==> config.mk <==
export PLATFORM = sky130hd
export DESIGN_NAME = toggle_event_receiver
export DESIGN_NICKNAME = d
export VERILOG_FILES = /design/src/rtl/toggle_event_receiver.sv
export SDC_FILE = /design/constraint.sdc
export NUM_CORES = 1
export LEC_CHECK = 0
export ABC_AREA = 1
export CAP_MARGIN = 5
export CORE_AREA = 8 8 45 47
export DETAILED_ROUTE_END_ITERATION = 10
export DIE_AREA = 0 0 53 55
export PLACE_DENSITY = 0.63
export SLEW_MARGIN = 5
export SYNTH_ARGS = -nofsm -noshare
export SYNTH_HDL_FRONTEND = slang
export SYNTH_SLANG_ARGS = --single-unit
==> constraint.sdc <==
create_clock -name CLK -period 2.4 [get_ports CLK]
set_clock_uncertainty 0.1 [all_clocks]
set_input_delay 0.36 -clock CLK [delete_from_list [all_inputs] [get_ports CLK]]
set_output_delay 0.36 -clock CLK [all_outputs]
set_load 0.005 [all_outputs]
==> src/rtl/toggle_event_receiver.sv <==
// toggle_event_receiver
//   Receiving end of a toggle-signalled event line. Each level change of I
//   (after an optional retiming chain) becomes one event, queued in a
//   saturating pending counter and handed to the consumer over valid/ready.
//   Every consumed event flips O_ack back to the sender.
//
// Parameters
//   SYNC_STAGES  retiming flops on I (1..4)
//   CNT_WIDTH    pending counter width; max pending = 2^CNT_WIDTH-1
//
// Ports
//   CLK         clock, rising edge
//   RESETN      synchronous active-low reset
//   I           toggle event line
//   O_valid     at least one event pending (decoded from the counter)
//   O_ready     consumer accepts one event while O_valid=1
//   O_ack       acknowledge toggle, flips per consumed event
//   O_count     pending-event count
//   O_overflow  sticky, an event was dropped at saturation
//   CLR         clears O_overflow (a same-cycle drop wins)
module toggle_event_receiver #(
  parameter int SYNC_STAGES = 2,
  parameter int CNT_WIDTH   = 4
) (
  input  logic                 CLK,
  input  logic                 RESETN,
  input  logic                 I,
  output logic                 O_valid,
  input  logic                 O_ready,
  output logic                 O_ack,
  output logic [CNT_WIDTH-1:0] O_count,
  output logic                 O_overflow,
  input  logic                 CLR
);

  localparam logic [CNT_WIDTH-1:0] CNT_MAX = '1;
  localparam logic [CNT_WIDTH-1:0] CNT_ONE = {{(CNT_WIDTH-1){1'b0}}, 1'b1};

  logic [SYNC_STAGES-1:0] sync_q;
  logic                   prev_q;
  logic [CNT_WIDTH-1:0]   cnt_q;
  logic                   ev;
  logic                   take;

  assign ev      = sync_q[SYNC_STAGES-1] ^ prev_q;
  assign O_valid = |cnt_q;
  assign take    = O_valid & O_ready;
  assign O_count = cnt_q;

  always_ff @(posedge CLK) begin
    if (!RESETN) begin
      sync_q     <= '0;
      prev_q     <= 1'b0;
      cnt_q      <= '0;
      O_ack      <= 1'b0;
      O_overflow <= 1'b0;
    end else begin
      sync_q[0] <= I;
      for (int i = 1; i < SYNC_STAGES; i++) begin
        sync_q[i] <= sync_q[i-1];
      end
      prev_q <= sync_q[SYNC_STAGES-1];

      // An arriving event and a consume in the same cycle cancel out.
      if (ev && !take && (cnt_q != CNT_MAX)) begin
        cnt_q <= cnt_q + CNT_ONE;
      end else if (!ev && take) begin
        cnt_q <= cnt_q - CNT_ONE;
      end

      if (take) begin
        O_ack <= ~O_ack;
      end

      // A drop in the same cycle as CLR keeps the flag set.
      if (ev && !take && (cnt_q == CNT_MAX)) begin
        O_overflow <= 1'b1;
      end else if (CLR) begin
        O_overflow <= 1'b0;
      end
    end
  end

endmodule
==> impl_metrics.yaml <==
run_status:
  status: "completed"
global_routing:
  grt_pass1_vias: 383
  grt_pass1_wl_um: 1566
  antenna_found_initial: 0
  overflow: 0
  grt_max_degree: 10
  grt_usage_pct: 7.667
job:
  max_cap_viol_count: 0
drt:
  drt_first_pass_iters: 4
  wl_per_cell_um: 9.914
  routed_wl_um: 922
  vias: 421
  drc: 0
  drtIter0Drc: 3
  ant_nets: 0
  routed_via_density: 4.527
sta:
  tightest_slew_ns: 0.2935
  max_clock_freq_mhz: 520.1
  fin_crit_sh_pct: 80.12
  rsz0062_at_grt: "no"
  fin_setup_tns_ns: 0
  finalHoldViolCount: 0
  setup_ws_ns: 0.4772
  relSlewSlack_pct: 80.37
  slew_violations: 0
  period_needed_ns: 1.923
  setup_viol: 0
synthesis:
  synth_cells: 63
  synth.area.top_cells: "dfxtp_1 (36%), nand2_1 (8.2%), inv_1 (7.5%), ha_1 (5.0%), nand2_4 (4.5%)"
  yosys_warnings: 0
  synthTopCellsByCount: "nand2_1 (11), inv_1 (10), dfxtp_1 (9)"
  postSynth.asyncResetShare_pct: 0
  yosysSeqAreaShare_pct: 35.82
  synth_nets: 71
  yosys_most_used_dff: "dfxtp_1"
  yosys.area.top_type_share_pct: 35.82
  synth_area_um2: 503.0
  yosys_register_bits: 9
  ys_types: 22
  synth_area_per_cell_um2: 7.984
  synth-edff-count: 0
  synth_top_area_cell: "dfxtp_1"
  synth.most_common_cell: "nand2_1"
min_path:
  hold-path-cell-count: 2
  hold_path_startpoint: "sync_q[0]"
  hold_path.class: "flip-flop to flip-flop"
  hold_end: "sync_q[1]"
setup_path:
  reg2reg_to: "O_count[3]"
  r2r-start: "O_count[0]"
  required_ns: 2.45
  rrSetupSlack_ns: 0.48
  cp-start-kind: "flip-flop"
  path_class: "flip-flop to flip-flop"
  end_kind: "flip-flop"
  ff2ff_path_depth: 10
  arrival_ns: 1.97
  crit_fanout: 7
placement:
  post-place-ws_ns: 0.2664
  hpwl_um: 715.1
  portBuffers: 11
  dp.cells: 89
  gp_congestion: 0.7813
cts:
  clk_pin_slew_ns: 0.06
  cts_tree: "done"
  cts_sinks: 9
  cts_inserted_buffers: 3
  cts_setup_buffers: 0
  cts_root_buf: "clkbuf_4"
  cts_hold_buffers: 0
  clockBufferDepth: 2
  cts_resized: 0
  htreeDepth: 1
  clock_latency_ns: 0.26
power_and_ir_drop:
  ir_drop_mv: 0.4772
  p_leak_nw: 0.2895
  pwr-share-comb_pct: 47.3
  switching_power_mw: 0.2426
  switching_share_pct: 37.74
  power_density_nw_per_um2: 982.2
  internal_power_mw: 0.4002
  p_seq_share_pct: 34.7
  clock_power_share_pct: 18.0
die:
  die_w_um: 53
  rows: 14
  die_h_um: 55
  dieArea_um2: 2915
  ios: 12
  coreArea_um2: 1384
  start_util_pct: 36.35
cells_and_area:
  syn_to_final_growth_pct: 30.10
  drive_gt1_share_pct: 14.29
  n_antenna_cell: 0
  fin_nets: 86
  fillCellCount: 146
  finalNonFillerCells: 93
[area by class of cell]
type                       count  area (um^2)  share of cell area, %
sequential                     9        180.2                  27.53
inverter                      11        41.29                  6.310
timing repair buffer          11        110.1                  16.83
tap                           16        20.02                  3.059
clock buffer                   4        26.28                  4.015
multi-input combinational     42        276.5                  42.26
[critical path, stage by stage, from the launching register on]
cell and delay (ns):
dfxtp_1 0.39, nor2_1 0.16, nand2_2 0.09, nand2_4 0.10, nand3_4 0.12, ha_1 0.36, nand3_1 0.09, nand3_1 0.11
nand4_1 0.11, a21oi_1 0.14, nor2_1 0.05
[placed cells by master (no fill, tap or decap), types with 2 or more instances in the layout]
cell	count
nand3_1	3
a21oi_1	4
nand2_4	2
clkbuf_4	3
clkdlybuf4s50_1	11
inv_1	10
nor2_1	6
ha_1	2
o21ai_1	2
nand4_1	2
nand2_1	11
dfxtp_1	9
[state kept, by name, indices dropped and copies added, names as in the netlist]
name / flops
sync_q: 2
O_overflow: 1
O_ack: 1
prev_q: 1
O_count: 4
[worst max path at each step]
| stage | to | startpoint | slack, ns | depth (start not counted) |
|---|---|---|---|---|
| floorplan | O_count[3] | O_count[0] | 0.61 | 11 |
| finish | O_count[3] | O_count[0] | 0.48 | 10 |
| global placement | O_count[3] | O_ready | 0.27 | 10 |
| global route | O_count[3] | O_count[0] | 0.27 | 12 |
| CTS | O_count[3] | O_count[0] | 0.45 | 12 |
| detailed placement | O_count[3] | O_ready | 0.27 | 9 |
[metal layers]
layer  up-vias  share of wire (%)  track usage [%]
met5         -                  0                0
met4         0                2.9            10.34
met3         2                6.4            2.139
met2         8                 43            10.74
met1       184                 47            8.104
li1        227                  -                -
[power groups by stage]
stage               clock, mW  sequential (mW)  combinational, mW
floorplan                   0            0.221              0.191
global placement            0            0.226              0.303
detailed placement          0            0.228              0.308
CTS                     0.122            0.224              0.310
global route            0.130            0.231              0.344
finish                  0.116            0.223              0.304
[through the flow]
step	total power [mW]	instance area [um^2]	hold WS (ns)	util, %
global route	0.7048	654.4	0.3308	47.29
floorplan	0.4124	503.0	0.2864	-
CTS	0.6561	654.4	0.3099	47.29
global placement	0.5290	628.1	0.2884	45.39
finish	0.6427	654.4	0.3076	47.29
detailed placement	0.5352	628.1	0.2946	45.39
[cell families after synthesis]
group                      after synthesis  synth area share, %
AOI/OAI and AO/OA                        8                8.209
xor gates and xnor gates                 1                1.742
adders and majority gates                3                8.955
buffers and inverters                   12                9.203
DFF                                      9                35.82
and+or+nand+nor                         30                36.07
Power figures use the tool's default switching activity.
